--- config.mk ---
export PLATFORM = sky130hd
export DESIGN_NAME = tdes_sequencer
export DESIGN_NICKNAME = d
export VERILOG_FILES = /design/src/rtl/tdes_pkg.sv /design/src/rtl/tdes_watchdog.sv /design/src/rtl/tdes_sequencer.sv
export SDC_FILE = /design/constraint.sdc
export NUM_CORES = 1
export LEC_CHECK = 0
export CORE_MARGIN = 4
export CORE_UTILIZATION = 25
export DETAILED_ROUTE_END_ITERATION = 8
export GPL_TIMING_DRIVEN = 0
export HOLD_SLACK_MARGIN = 0.02
export PLACE_DENSITY = 0.58
export SLEW_MARGIN = 20
export SYNTH_ARGS = -nofsm -noshare
export SYNTH_HDL_FRONTEND = slang
export SYNTH_HIERARCHICAL = 1
export SYNTH_SLANG_ARGS = --single-unit
--- constraint.sdc ---
create_clock -name HCLK -period 8.5 [get_ports HCLK]
set_input_delay 1.7 -clock HCLK [delete_from_list [all_inputs] [get_ports HCLK]]
set_output_delay 1.7 -clock HCLK [all_outputs]
set_load 0.005 [all_outputs]
--- src/rtl/tdes_pkg.sv ---
// Shared types and constants for the triple-DES pass sequencer.
// Includes the helpers that map a stage and mode onto the key and direction of that pass.
package tdes_pkg;

  typedef enum logic [2:0] {
    IDLE     = 3'd0,
    S1_START = 3'd1,
    S1_WAIT  = 3'd2,
    S2_START = 3'd3,
    S2_WAIT  = 3'd4,
    S3_START = 3'd5,
    S3_WAIT  = 3'd6
  } tdes_state_t;

  localparam logic ENCRYPT         = 1'b0;
  localparam logic DECRYPT         = 1'b1;
  localparam int   TIMEOUT_DEFAULT = 31;

  function automatic logic is_start(input tdes_state_t s);
    return (s == S1_START) || (s == S2_START) || (s == S3_START);
  endfunction

  function automatic logic [1:0] stage_of(input tdes_state_t s);
    logic [1:0] stage;
    case (s)
      S1_START, S1_WAIT: stage = 2'd1;
      S2_START, S2_WAIT: stage = 2'd2;
      S3_START, S3_WAIT: stage = 2'd3;
      default:           stage = 2'd0;
    endcase
    return stage;
  endfunction

  // E-D-E walks key1..key3; D-E-D walks them in reverse, middle pass always key2
  function automatic logic [63:0] pass_key(input logic [1:0] stage, input logic mode,
                                           input logic [63:0] k1, input logic [63:0] k2,
                                           input logic [63:0] k3);
    logic [63:0] key;
    case (stage)
      2'd1:    key = (mode == DECRYPT) ? k3 : k1;
      2'd2:    key = k2;
      2'd3:    key = (mode == DECRYPT) ? k1 : k3;
      default: key = 64'd0;
    endcase
    return key;
  endfunction

  function automatic logic pass_decrypt(input logic [1:0] stage, input logic mode);
    logic dec;
    case (stage)
      2'd1, 2'd3: dec = mode;
      2'd2:       dec = ~mode;
      default:    dec = 1'b0;
    endcase
    return dec;
  endfunction

endpackage

--- src/rtl/tdes_watchdog.sv ---
// Per-stage wait counter; expired flags the TIMEOUT-th consecutive counted cycle.
// Cleared by the sequencer while it sits in a START state.
module tdes_watchdog
  import tdes_pkg::*;
#(
  parameter int TIMEOUT = TIMEOUT_DEFAULT
) (
  input  logic clk,
  input  logic rst_n,
  input  logic clear,
  input  logic count,
  output logic expired
);

  localparam int CW = $clog2(TIMEOUT + 1);

  logic [CW-1:0] cnt;

  // wait-cycle counter
  always_ff @(posedge clk or negedge rst_n) begin
    if (!rst_n) begin
      cnt <= '0;
    end else if (clear) begin
      cnt <= '0;
    end else if (count) begin
      cnt <= cnt + CW'(1);
    end else begin
      cnt <= cnt;
    end
  end

  assign expired = count && (cnt == CW'(TIMEOUT - 1));

endmodule

--- src/rtl/tdes_sequencer.sv ---
// Triple-DES sequencer: drives one shared DES core through three chained passes
// (E-D-E or D-E-D) and holds the final block until the next accepted request.
module tdes_sequencer
  import tdes_pkg::*;
#(
  parameter int TIMEOUT = TIMEOUT_DEFAULT
) (
  input  logic        HCLK,
  input  logic        HRESET,
  input  logic        enable,
  input  logic        encryptionType,
  input  logic [63:0] data,
  input  logic [63:0] key1,
  input  logic [63:0] key2,
  input  logic [63:0] key3,
  input  logic        desDone,
  input  logic [63:0] desDataOut,
  output logic        desStart,
  output logic        desDecrypt,
  output logic [63:0] desKey,
  output logic [63:0] desDataIn,
  output logic        outputEnable,
  output logic [63:0] outputData,
  output logic        busy,
  output logic        error
);

  tdes_state_t state, next_state;
  logic        accept, load_work, finish, timeout;
  logic        wd_clear, wd_count, wd_expired;
  logic        cap_mode, op_mode;
  logic [63:0] cap_key1, cap_key2, cap_key3, op_key1, op_key2, op_key3;
  logic [63:0] work;

  tdes_watchdog #(.TIMEOUT(TIMEOUT)) u_watchdog (
    .clk     (HCLK),
    .rst_n   (HRESET),
    .clear   (wd_clear),
    .count   (wd_count),
    .expired (wd_expired)
  );

  // next-state and control decode
  always_comb begin
    next_state = state;
    accept     = 1'b0;
    load_work  = 1'b0;
    finish     = 1'b0;
    timeout    = 1'b0;
    wd_clear   = 1'b0;
    wd_count   = 1'b0;
    case (state)
      IDLE: begin
        wd_clear = 1'b1;
        if (enable) begin
          accept     = 1'b1;
          next_state = S1_START;
        end else begin
          next_state = IDLE;
        end
      end
      S1_START: begin wd_clear = 1'b1; next_state = S1_WAIT; end
      S2_START: begin wd_clear = 1'b1; next_state = S2_WAIT; end
      S3_START: begin wd_clear = 1'b1; next_state = S3_WAIT; end
      S1_WAIT, S2_WAIT: begin
        wd_count = 1'b1;
        if (desDone) begin
          load_work  = 1'b1;
          next_state = (state == S1_WAIT) ? S2_START : S3_START;
        end else if (wd_expired) begin
          timeout    = 1'b1;
          next_state = IDLE;
        end else begin
          next_state = state;
        end
      end
      S3_WAIT: begin
        wd_count = 1'b1;
        if (desDone) begin
          finish     = 1'b1;
          next_state = IDLE;
        end else if (wd_expired) begin
          timeout    = 1'b1;
          next_state = IDLE;
        end else begin
          next_state = S3_WAIT;
        end
      end
      default: next_state = IDLE;
    endcase
  end

  // operands as they will stand in the capture registers after this edge
  always_comb begin
    if (accept) begin
      op_mode = encryptionType;
      op_key1 = key1;
      op_key2 = key2;
      op_key3 = key3;
    end else begin
      op_mode = cap_mode;
      op_key1 = cap_key1;
      op_key2 = cap_key2;
      op_key3 = cap_key3;
    end
  end

  // state, capture, pass and result registers
  always_ff @(posedge HCLK or negedge HRESET) begin
    if (!HRESET) begin
      state        <= IDLE;
      cap_mode     <= ENCRYPT;
      cap_key1     <= 64'd0;
      cap_key2     <= 64'd0;
      cap_key3     <= 64'd0;
      work         <= 64'd0;
      desStart     <= 1'b0;
      desDecrypt   <= 1'b0;
      desKey       <= 64'd0;
      outputEnable <= 1'b0;
      outputData   <= 64'd0;
      busy         <= 1'b0;
      error        <= 1'b0;
    end else begin
      state    <= next_state;
      busy     <= (next_state != IDLE);
      desStart <= is_start(next_state);
      cap_mode <= op_mode;
      cap_key1 <= op_key1;
      cap_key2 <= op_key2;
      cap_key3 <= op_key3;
      // the work register carries the captured block into stage 1, then each pass result
      if (accept) begin
        work <= data;
      end else if (load_work) begin
        work <= desDataOut;
      end
      if (is_start(next_state)) begin
        desKey     <= pass_key(stage_of(next_state), op_mode, op_key1, op_key2, op_key3);
        desDecrypt <= pass_decrypt(stage_of(next_state), op_mode);
      end
      if (accept) begin
        outputEnable <= 1'b0;
        error        <= 1'b0;
      end else if (finish) begin
        outputEnable <= 1'b1;
        outputData   <= desDataOut;
      end else if (timeout) begin
        error <= 1'b1;
      end
    end
  end

  assign desDataIn = work;

endmodule
==> metrics.sh, run 1 <==
GRT_SETUP_UNREPAIRED='false'
DP_WORST_SETUP_SLACK_NS=1.165
SYNTH.NET_COUNT=2429
VDD_IR_DROP_MAX_mV=0.2147
DESIGN.PORTCOUNT=522
REG2REG_FROM='state[2]'
CRITICAL_PATH.ENDPOINT_TYPE='register'
SYNTH_AREA_MM2=0.01953
YS_FF_LATCH=398
SYNTHTOPCELLSBYAREA='dfrtp_1, nand2_1, mux2_2'
CTS_HOLD_BUF=0
FIN_SKEW_NS=0.01338
ROUTE.DETAILED.DRC=0
SWITCHING_SHARE_PCT=43.13
SYN2LAYOUT_AREA_GROWTH_PCT=43.12
SYNTH_ASYNC_SR_FLOP_SHARE_PCT=100.0
GRT_OVERFLOW=0
GROUTE.USAGE.OVERALL_PCT=20.70
ANTENNA_LEFT=0
SETUP.WORST_PATH.CLASS='primary input to register'
CTSRESIZECOUNT=0
DETAIL_ROUTE.FIRST_PASS.ITERATIONS=5
HP-CLASS='register to register'
TIMING.CRITICAL_PATH.CELLS='clkdlybuf4s50_1 > nand2_1 > a311oi_2 > clkbuf_1 > clkbuf_1 > inv_1 > ha_1 > clkbuf_1 > o21ai_0 > and2_1 > clkbuf_1 > clkbuf_1 > o221ai_1'
YS_TYPES=45
WORST_SLEW_PIN_SLEW_NS=1.171
INITIAL_CORE_UTILIZATION_PCT=25.21
DRT_FIRST_ITER_VIOLATIONS=1436
MAX_CAP_VIOLATIONS=0
CLK_PIN_SLEW_WORST_PATHS_NS=0.06
CRITICAL-PATH-TOP-DELAY-FAMILY='buffers and inverters'
DIEHEIGHT_UM=287.5
SYNTH_SEQUENTIAL_AREA_RATIO_PCT=51.00
POST_LAYOUT_NONFILLER_INSTANCES=3759
VIAS_PER_CELL=4.816
CLOCK_TREE.BUFFER_DEPTH=3
NETSWITCHINGPOWER_W=0.004965
TIMING.FINAL.WS_SETUP_NS=1.754
FMAXACHIEVABLE_MHz=148.2
REG2REG_SETUP_SLACK_NS=2.88
DR_TOTAL_VIAS=18100
TIMING.CRITICAL_PATH.DEPTH=13
GRT_PASS1_WL_MM=127.1
CTS_SINKS=398
TOTAL_LEAKAGE_POWER_nW=12.21
WORSTSETUPSTARTPOINT='desDone'
HTREEDEPTH=2
FLOORPLAN.DIE_AREA_MM2=0.08264
SHARE_CLK_OF_TOTAL_POWER_PCT=19.8
GRT_ANTENNA_BEFORE_REPAIR=24
CP.ARRIVAL_NS=7.17
SYNTH_TOP_FLOP_CELL='dfrtp_1'
SYNTH.LARGEST_AREA_CELL='dfrtp_1'
SLEW-LIMIT-HEADROOM_PCT=21.90
WORST_PATH_LARGEST_CELL_DELAY_NS=0.78
FINALSETUPVIOLCOUNT=0
FINALCOREUTILIZATION_PCT=36.08
PERIOD_NEEDED_NS=6.746
SLEW_VIOLATIONS=0
CTS_MADE_BUFFERS=51
RR_WORST_DEPTH=13
SYNTH_TOP_AREA_SHARE_PCT=51.00
GRT_MAX_DEGREE=87
ROOT_BUF_CELL='clkbuf_16'
COUNT_OF_FINAL_HOLD_CHECK_VIOLATIONS=0
REGTOREGENDPOINT='desKey[57]'
HOLDWS_NS=0.4732
ROUTED_WIRELENGTH_MM=88.18
POST-CTS-SETUP-BUFFER-COUNT=0
SYN-MEAN-INSTANCE-AREA_UM2=9.308
CRIT_END='desKey[57]'
PWR-SHARE-SEQ_PCT=27.7
MOSTFREQUENTLAYOUTCELL='nand2_1'
CRIT_PATH_MAX_FANOUT=12
CRITICAL_PATH.N_BUFFERS_INVERTERS=7
PLACED_CELLS=3663
NUMBER_OF_ENABLE_FLIP_FLOP_CELLS_AFTER_SYNTHESIS=0
POST_DRT_WL_PER_CELL_UM=23.46
COMB_POWER_SHARE_PCT=52.6
DP_HPWL_MM=66.36
TRITONCTS='built'
PLACEMENT_ROWS=102
FIRST_GLOBAL_VIAS=18700
SYNTH_CELLS=2098
PERIOD_SHARE_PCT=79.37
YOSYSWARNINGS=6
CRITPATHLAUNCHTYPE='primary input'
P_INT_W=0.006547
DRIVE_ABOVE_1_SHARE_PCT=10.84
GP_ROUTABILITY_CONGESTION=0.9024
TIMING.CRITICAL_PATH.MODE_CELL='clkbuf_1'
CLOCK_LATENCY_ON_THE_WORST_SKEW_PAIR_NS=0.59
CORE_AREA_MM2=0.07747
PORTBUFFERS=520
FINALNETCOUNT=3007
RUN_STATUS='finished clean'
COMMONEST_NON_FILL_NON_TAP_CELLS_IN_THE_LAYOUT='nand2_1, clkdlybuf4s50_1, dfrtp_1, mux2_2, mux2i_1'
WORST_EP_REQUIRED_TIME_NS=8.93
WORST_PATH_MAX_DELAY_CELL='clkbuf_1'
DIE_WIDTH_UM=287.5
P_PER_AREA_mW_PER_MM2=411.9
synth_stat cells (2+ instances only):
cell,n
nand4_1,2
a21oi_1,100
nand2b_1,3
ha_1,6
a32oi_1,36
nor2b_1,11
buf_4,3
dfrtp_1,398
o21ai_1,21
nand3_1,98
and3_1,4
nand2_1,701
buf_2,30
clkbuf_1,103
nor2_1,109
o221ai_1,37
xnor2_1,2
mux2_2,149
a221oi_2,4
inv_1,9
a211oi_1,31
and2_1,2
mux2i_1,116
buf_6,8
o21ai_0,9
a31oi_1,64
nand3b_1,2
buf_1,23
per-stage QoR:
step	setup TNS (ns)	instance area [µm²]	total power, W
after floorplan	0	19530	0.006484
after global placement	-5367.03	26030	0.009217
after detailed placement	0	26180	0.009269
after CTS	0	27930	0.01161
after global routing	0	27930	0.01226
final	0	27950	0.01151
registers in the layout (all words and copies together) (netlist names):
register,count
busy,1
desStart,1
outputEnable,1
cap_key1,64
state,3
u_watchdog/cnt,5
error,1
desDataIn,64
cap_key3,64
cap_key2,64
desDecrypt,1
cap_mode,1
desKey,64
outputData,64
power groups by stage:
stage               registers [W]  logic, W  clock network [W]
floorplan                 0.00315   0.00333                  0
global placement          0.00320   0.00601                  0
detailed placement        0.00321   0.00606                  0
CTS                       0.00318   0.00609            0.00233
global route              0.00329   0.00657            0.00240
finish                    0.00319   0.00605            0.00228
kinds of logic (layout without fill, tap and decap cells):
logic type | after synthesis | in the layout | synth area share (%)
xor gates and xnor gates | 2 | 2 | 0.08972
AOI/OAI and AO/OA | 307 | 307 | 10.42
other | 0 | 6 | 0
adders and majority gates | 7 | 7 | 0.4357
and+or+nand+nor | 940 | 940 | 19.38
DFF | 398 | 398 | 51.00
muxes | 267 | 267 | 14.71
buffers and inverters | 177 | 792 | 3.960
area by class of cell:
class | instances | area (µm²)
Clock buffer | 69 | 1476
Timing Repair Buffer | 525 | 5348
Inverter | 10 | 37.54
Multi-Input combinational cell | 1523 | 8801
Fill cell | 7957 | 49520
Tap cell | 1040 | 1301
Sequential cell | 398 | 9960
Clock inverter | 21 | 272.8
Buffer | 167 | 737.0
Antenna cell | 6 | 15.01
worst min-delay path, delay by kind of cell (launching register included):
family	cells	cell delay (ns)
simple gates	2	0.12
flops	1	0.32
worst min path at each step:
stage	cells past startpoint	startpoint	slack, ns	endpoint
floorplan	2	cap_key2[0]	0.44	cap_key2[0]
global placement	2	cap_key2[61]	0.46	cap_key2[61]
detailed placement	2	cap_key2[19]	0.46	cap_key2[19]
CTS	2	cap_key2[19]	0.48	cap_key2[19]
global route	2	cap_key2[19]	0.49	cap_key2[19]
finish	2	cap_key2[19]	0.47	cap_key2[19]
layer usage:
metal | up-vias | GRT usage (%) | share of wire, %
met5 | - | 0 | 0.24
met3 | 164 | 6.738 | 8.9
met1 | 8814 | 24.85 | 40
met2 | 744 | 35.76 | 48
li1 | 8348 | - | -
met4 | 34 | 5.302 | 2.7
Note: power is estimated with default switching activity, not from simulation.
==> run 2: changes to the inputs <==
- clock period: 8.5 -> 6.6 ns (I/O delays scaled with it)
==> run 2 against run 1 <==
  * Cell area is the same
  * Routed wire length is essentially flat
  * Critical path depth is the same
  * Sequential cell count is the same
  * Sequential power grew 29%
  * Hold slack is the same
  * Count of clock-buffer cells in the layout is the same
  * Clock skew grew 0.0013 ns
  * Register-to-register slack lost 1.9 ns
  * Critical path type unchanged
  * Critical endpoint unchanged
  * Largest cell class unchanged
==> metrics.sh, run 2 (same netlist as run 1, synthesis figures left out) <==
GRT_OVERFLOW=0
CRITPATHLAUNCHTYPE='primary input'
GP_ROUTABILITY_CONGESTION=0.9024
SETUP.WORST_PATH.CLASS='primary input to register'
FIN_SKEW_NS=0.01463
FMAXACHIEVABLE_MHz=157.5
MULTI_INPUT_COMB_AREA_MM2=0.008801
ROUTED_WIRELENGTH_MM=88.22
FINISH.INSTANCE_AREA_MM2=0.02795
CTS_SINKS=398
FIRST_GLOBAL_VIAS=18710
MET3_LENGTH_MM=7.934
ROUTE.TOP_LAYER_USED='met5'
DP_HPWL_MM=66.36
CRITICAL-PATH-TOP-DELAY-FAMILY='buffers and inverters'
SEQ_AREA_MM2=0.009960
ANTENNA_LEFT=0
VIAS_PER_CELL=4.832
FINALNETCOUNT=3007
CRITICAL_PATH.N_BUFFERS_INVERTERS=7
CTS_MADE_BUFFERS=51
GRT_PASS1_WL_MM=127.1
CTS_HOLD_BUF=0
CTSRESIZECOUNT=0
POST_LAYOUT_NONFILLER_INSTANCES=3759
TIMING.CRITICAL_PATH.MODE_CELL='clkbuf_1'
HP-CLASS='register to register'
GRT_ANTENNA_BEFORE_REPAIR=24
CLK_PIN_SLEW_WORST_PATHS_NS=0.06
PERIOD_SHARE_PCT=96.20
MAX_CAP_VIOLATIONS=0
DP_WORST_SETUP_SLACK_NS=-0.3550
WORST_EP_REQUIRED_TIME_NS=7.03
WORST_SLEW_PIN_SLEW_NS=1.171
POST_DRT_WL_PER_CELL_UM=23.47
HOLDWS_NS=0.4732
MET2_WL_MM=42.24
ROUTE.DETAILED.DRC=0
DESIGN.PORTCOUNT=522
PERIOD_NEEDED_NS=6.349
DIEHEIGHT_UM=287.5
P_TOTAL_W=0.01483
GRT_SETUP_UNREPAIRED='false'
PLACEMENT_ROWS=102
CLOCK_LATENCY_ON_THE_WORST_SKEW_PAIR_NS=0.59
FLOORPLAN.DIE_AREA_MM2=0.08264
TIMING.FINAL.WS_SETUP_NS=0.2506
TRITONCTS='built'
CRIT_PATH_MAX_FANOUT=12
CP.ARRIVAL_NS=6.78
INITIAL_CORE_UTILIZATION_PCT=25.21
SYN2LAYOUT_AREA_GROWTH_PCT=43.12
TIMING.CRITICAL_PATH.CELLS='clkdlybuf4s50_1 > nand2_1 > a311oi_2 > clkbuf_1 > clkbuf_1 > inv_1 > ha_1 > clkbuf_1 > o21ai_0 > and2_1 > clkbuf_1 > clkbuf_1 > o221ai_1'
PLACED_AREA_MM2=0.02618
ROOT_BUF_CELL='clkbuf_16'
COMMONEST_NON_FILL_NON_TAP_CELLS_IN_THE_LAYOUT='nand2_1, clkdlybuf4s50_1, dfrtp_1, mux2_2, mux2i_1'
DETAIL_ROUTE.FIRST_PASS.ITERATIONS=7
FILLER_CELL_COUNT=7957
MOSTFREQUENTLAYOUTCELL='nand2_1'
HTREEDEPTH=2
POST-CTS-SETUP-BUFFER-COUNT=0
GROUTE.USAGE.OVERALL_PCT=20.69
CRITICAL_PATH.ENDPOINT_TYPE='register'
DRT_FIRST_ITER_VIOLATIONS=1352
GRT_MAX_DEGREE=87
COUNT_OF_FINAL_HOLD_CHECK_VIOLATIONS=0
DR_TOTAL_VIAS=18170
WIRELENGTH_MET1_MM=35.48
WORST_PATH_LARGEST_CELL_DELAY_NS=0.78
FINALSETUPVIOLCOUNT=0
DIE_WIDTH_UM=287.5
PLACED_CELLS=3663
VDD_IR_DROP_MAX_mV=0.2766
WORST_PATH_MAX_DELAY_CELL='clkbuf_1'
P_PER_AREA_mW_PER_MM2=530.6
TOTAL_LEAKAGE_POWER_nW=12.21
PORTBUFFERS=520
SLEW-LIMIT-HEADROOM_PCT=21.93
RUN_STATUS='finished clean'
CORE_AREA_MM2=0.07747
SLEW_VIOLATIONS=0
DRIVE_ABOVE_1_SHARE_PCT=10.84
CLOCK_TREE.BUFFER_DEPTH=3
==> run 2: cell type report <==
type / count / share of cell area (%)
timing repair buffer: 525 / 19.13
multi-input combinational: 1523 / 31.49
tap: 1040 / 4.656
sequential: 398 / 35.64
inverter: 10 / 0.1343
clock buffer: 69 / 5.283
antenna: 6 / 0.05372
buffer: 167 / 2.637
clock inverter: 21 / 0.9760
==> run 2: power breakdown <==
group | total (W) | internal [W] | switching, W
logic | 0.00780 | 0.00309 | 0.00471
registers | 0.00410 | 0.00355 | 0.000552
clock network | 0.00293 | 0.00179 | 0.00114
==> run 2: path summary, 6_finish.rpt <==
check	start	end	slack, ns	cells after the start
worst max-delay path	desDone	desKey[57]	0.25	13
worst min-delay path	cap_key2[19]	cap_key2[19]	0.47	2
worst max register to register	state[2]	desKey[57]	1.00	13
worst min register to register	cap_key2[19]	cap_key2[19]	0.47	2
max in group asynchronous	HRESET	desDataIn[19]	4.49	4
min in group asynchronous	HRESET	cap_key3[14]	0.65	1
==> run 2: worst register-to-register path, cell delays in order (launching register included) <==
cell	delay, ns
dfrtp_1	0.46
inv_1	0.15
a21oi_1	0.09
a311oi_2	0.65
clkbuf_1	0.50
clkbuf_1	0.79
inv_1	0.18
ha_1	0.33
clkbuf_1	0.25
o21ai_0	0.20
and2_1	0.21
clkbuf_1	0.71
clkbuf_1	0.66
o221ai_1	0.25
==> run 2: routing by layer <==
layer	track usage (%)	vias to the layer above
li1	-	8348
met1	24.82	8847
met2	35.71	773
met3	6.770	163
met4	5.389	34
met5	0	-
==> run 2: metrics by stage <==
stage,utilization [%],setup TNS (ns)
finish,36.08,0
global route,36.06,0
CTS,36.06,0
detailed placement,33.80,-9.557
global placement,33.61,-5996.28
floorplan,-,0
==> run 3: changes to the inputs <==
- CELL_PAD_IN_SITES_DETAIL_PLACEMENT: not set -> 2
- CELL_PAD_IN_SITES_GLOBAL_PLACEMENT: not set -> 2
- PLACE_DENSITY: 0.58 -> 0.82
==> run 3 against run 2 <==
  * Hold slack improved by 0.0055 ns
  * Sequential share of layout area is the same
  * Global-route usage rose by 2.7 points
  * First-iteration DRC count down 30%
  * Clock power is essentially flat
  * Utilization unchanged
  * Largest power group unchanged
  * Highest routed layer unchanged
==> metrics.sh, run 3 (same netlist as run 1, synthesis figures left out) <==
CLK_PIN_SLEW_WORST_PATHS_NS=0.06
FIN_SKEW_NS=0.03510
PLACEMENT_ROWS=102
CLOCK_TREE.BUFFER_DEPTH=3
COUNT_OF_FINAL_HOLD_CHECK_VIOLATIONS=0
GLOBALROUTEMET1UTIL_PCT=26.77
SYN2LAYOUT_AREA_GROWTH_PCT=43.12
TOTAL_LEAKAGE_POWER_nW=12.22
GRT_SETUP_UNREPAIRED='false'
DRIVE_ABOVE_1_SHARE_PCT=10.83
WORST_EP_REQUIRED_TIME_NS=7.04
POST_DRT_WL_PER_CELL_UM=26.32
CORE_AREA_MM2=0.07747
TOP_USAGE_LAYER='met2'
DETAIL_ROUTE.FIRST_PASS.ITERATIONS=5
SETUP-TNS-FINAL_NS=0
REG2REG_FROM='state[2]'
MIN_PATH_CELLS=2
WORSTHOLDENDPOINT='cap_key2[13]'
RUN_STATUS='finished clean'
DR_TOTAL_VIAS=18680
FINISH.INSTANCE_AREA_MM2=0.02795
GRT.MET2_USAGE_PCT=42.45
VDD_IR_DROP_MAX_mV=0.2285
P_TOTAL_W=0.01516
DIEHEIGHT_UM=287.5
P_PER_AREA_mW_PER_MM2=542.5
SETUP.WORST_PATH.CLASS='primary input to register'
VIAS_PER_CELL=4.962
GRT_PASS1_WL_MM=145.4
PERIOD_SHARE_PCT=94.20
CRITICAL-PATH-TOP-DELAY-FAMILY='buffers and inverters'
SLEW-LIMIT-HEADROOM_PCT=23.89
PORTBUFFERS=520
RR_WORST_DEPTH=13
REGTOREGENDPOINT='desKey[21]'
POST-CTS-SETUP-BUFFER-COUNT=0
WORST_PATH_LARGEST_CELL_DELAY_NS=0.78
FIRST_GLOBAL_VIAS=22000
TIMING.CRITICAL_PATH.CELLS='clkdlybuf4s50_1 > nand2_1 > a311oi_2 > clkbuf_1 > clkbuf_2 > inv_1 > ha_1 > clkbuf_1 > o21ai_0 > and2_1 > clkbuf_1 > clkbuf_1 > o221ai_1'
CRIT_PATH_MAX_FANOUT=12
ANTENNA_LEFT=0
COMMONEST_NON_FILL_NON_TAP_CELLS_IN_THE_LAYOUT='nand2_1, clkdlybuf4s50_1, dfrtp_1, mux2_2, mux2i_1'
HTREEDEPTH=2
TIMING.CRITICAL_PATH.MODE_CELL='clkbuf_1'
CTS_MADE_BUFFERS=51
GP_ROUTABILITY_CONGESTION=0.8774
PERIOD_NEEDED_NS=6.217
INITIAL_CORE_UTILIZATION_PCT=25.21
GRT_MAX_DEGREE=94
CP.ARRIVAL_NS=6.65
FLOORPLAN.DIE_AREA_MM2=0.08264
CRITPATHLAUNCHTYPE='primary input'
CTS_SINKS=398
MOSTFREQUENTLAYOUTCELL='nand2_1'
GLOBAL_ROUTE.USAGE.MET3_PCT=6.025
HP-CLASS='register to register'
DP_HPWL_MM=74.54
ROOT_BUF_CELL='clkbuf_16'
SLEW_VIOLATIONS=0
DESIGN.PORTCOUNT=522
TRITONCTS='built'
PLACED_AREA_MM2=0.02620
GRT_ANTENNA_BEFORE_REPAIR=16
CLOCK_LATENCY_ON_THE_WORST_SKEW_PAIR_NS=0.61
WORST_PATH_MAX_DELAY_CELL='clkbuf_1'
GRT_OVERFLOW=0
GROUTE.USAGE.OVERALL_PCT=23.40
ROUTE.DETAILED.DRC=0
ROUTED_WIRELENGTH_MM=99.07
DIE_WIDTH_UM=287.5
REG2REG_SETUP_SLACK_NS=1.11
FINALNETCOUNT=3008
WORST_SLEW_PIN_SLEW_NS=1.142
FINALSETUPVIOLCOUNT=0
CRITICAL_PATH.N_BUFFERS_INVERTERS=7
FMAXACHIEVABLE_MHz=160.9
DRT_FIRST_ITER_VIOLATIONS=948
MAX_CAP_VIOLATIONS=0
HOLD_PATH_STARTPOINT='cap_key2[13]'
CRITICAL_PATH.ENDPOINT_TYPE='register'
[run 3: layout make-up]
class	instances	area, µm²
clock buffers	74	1504
flip-flops and latches	398	9960
plain buffers	167	738.2
inverters	10	37.54
clock inverters	17	225.2
fillers	8493	49520
multi-input cells	1523	8801
repair buffers	526	5359
well taps	1040	1301
diodes	9	22.52
[run 3: repair_timing]
action,CTS,global route
endpoints found under the setup margin,10,0
gates resized for setup,1,0
hold buffers,0,0
[run 3: worst reg2reg max path, cell delays in order (launching register included)]
cell      delay, ns
dfrtp_1        0.47
inv_1          0.17
a21oi_1        0.11
a311oi_2       0.68
clkbuf_1       0.56
clkbuf_2       0.51
inv_1          0.15
ha_1           0.32
clkbuf_1       0.24
o21ai_0        0.22
and2_1         0.20
clkbuf_1       0.66
clkbuf_1       0.78
o221ai_1       0.26
[run 3: metrics by stage]
step	cells	hold slack (ns)	utilization [%]	setup WS, ns
final	3764	0.4787	36.08	0.3831
after global routing	3758	0.5107	36.06	0.09744
after CTS	3755	0.4852	36.05	0.2427
after detailed placement	3664	0.4687	33.81	-0.6693
after global placement	3658	0.4569	33.61	-14.25
after floorplan	2098	0.4413	-	2.384
[run 3: routing by layer]
| layer | part of all wire (%) | vias to the layer above |
|---|---|---|
| li1 | - | 8351 |
| met1 | 39 | 9497 |
| met2 | 51 | 622 |
| met3 | 6.6 | 190 |
| met4 | 3.5 | 18 |
| met5 | 0.12 | - |
[run 3: how the worst max path moves through the flow]
stage / startpoint / endpoint / slack, ns / depth (start not counted)
global placement: HRESET / outputData[1] / -14.25 / 1
detailed placement: desDone / desKey[12] / -0.67 / 13
finish: desDone / desKey[21] / 0.38 / 13
floorplan: desDone / desKey[23] / 2.38 / 13
CTS: desDone / desKey[12] / 0.24 / 13
global route: desDone / desKey[22] / 0.1 / 13
[run 3: power breakdown]
group	switching, W	total, W	leakage [nW]	internal [W]
Clock	0.00116	0.00292	0.860	0.00177
Combinational	0.00498	0.00807	6.47	0.00309
Sequential	0.000614	0.00417	4.90	0.00356
Total	0.00675	0.0152	12.2	0.00842
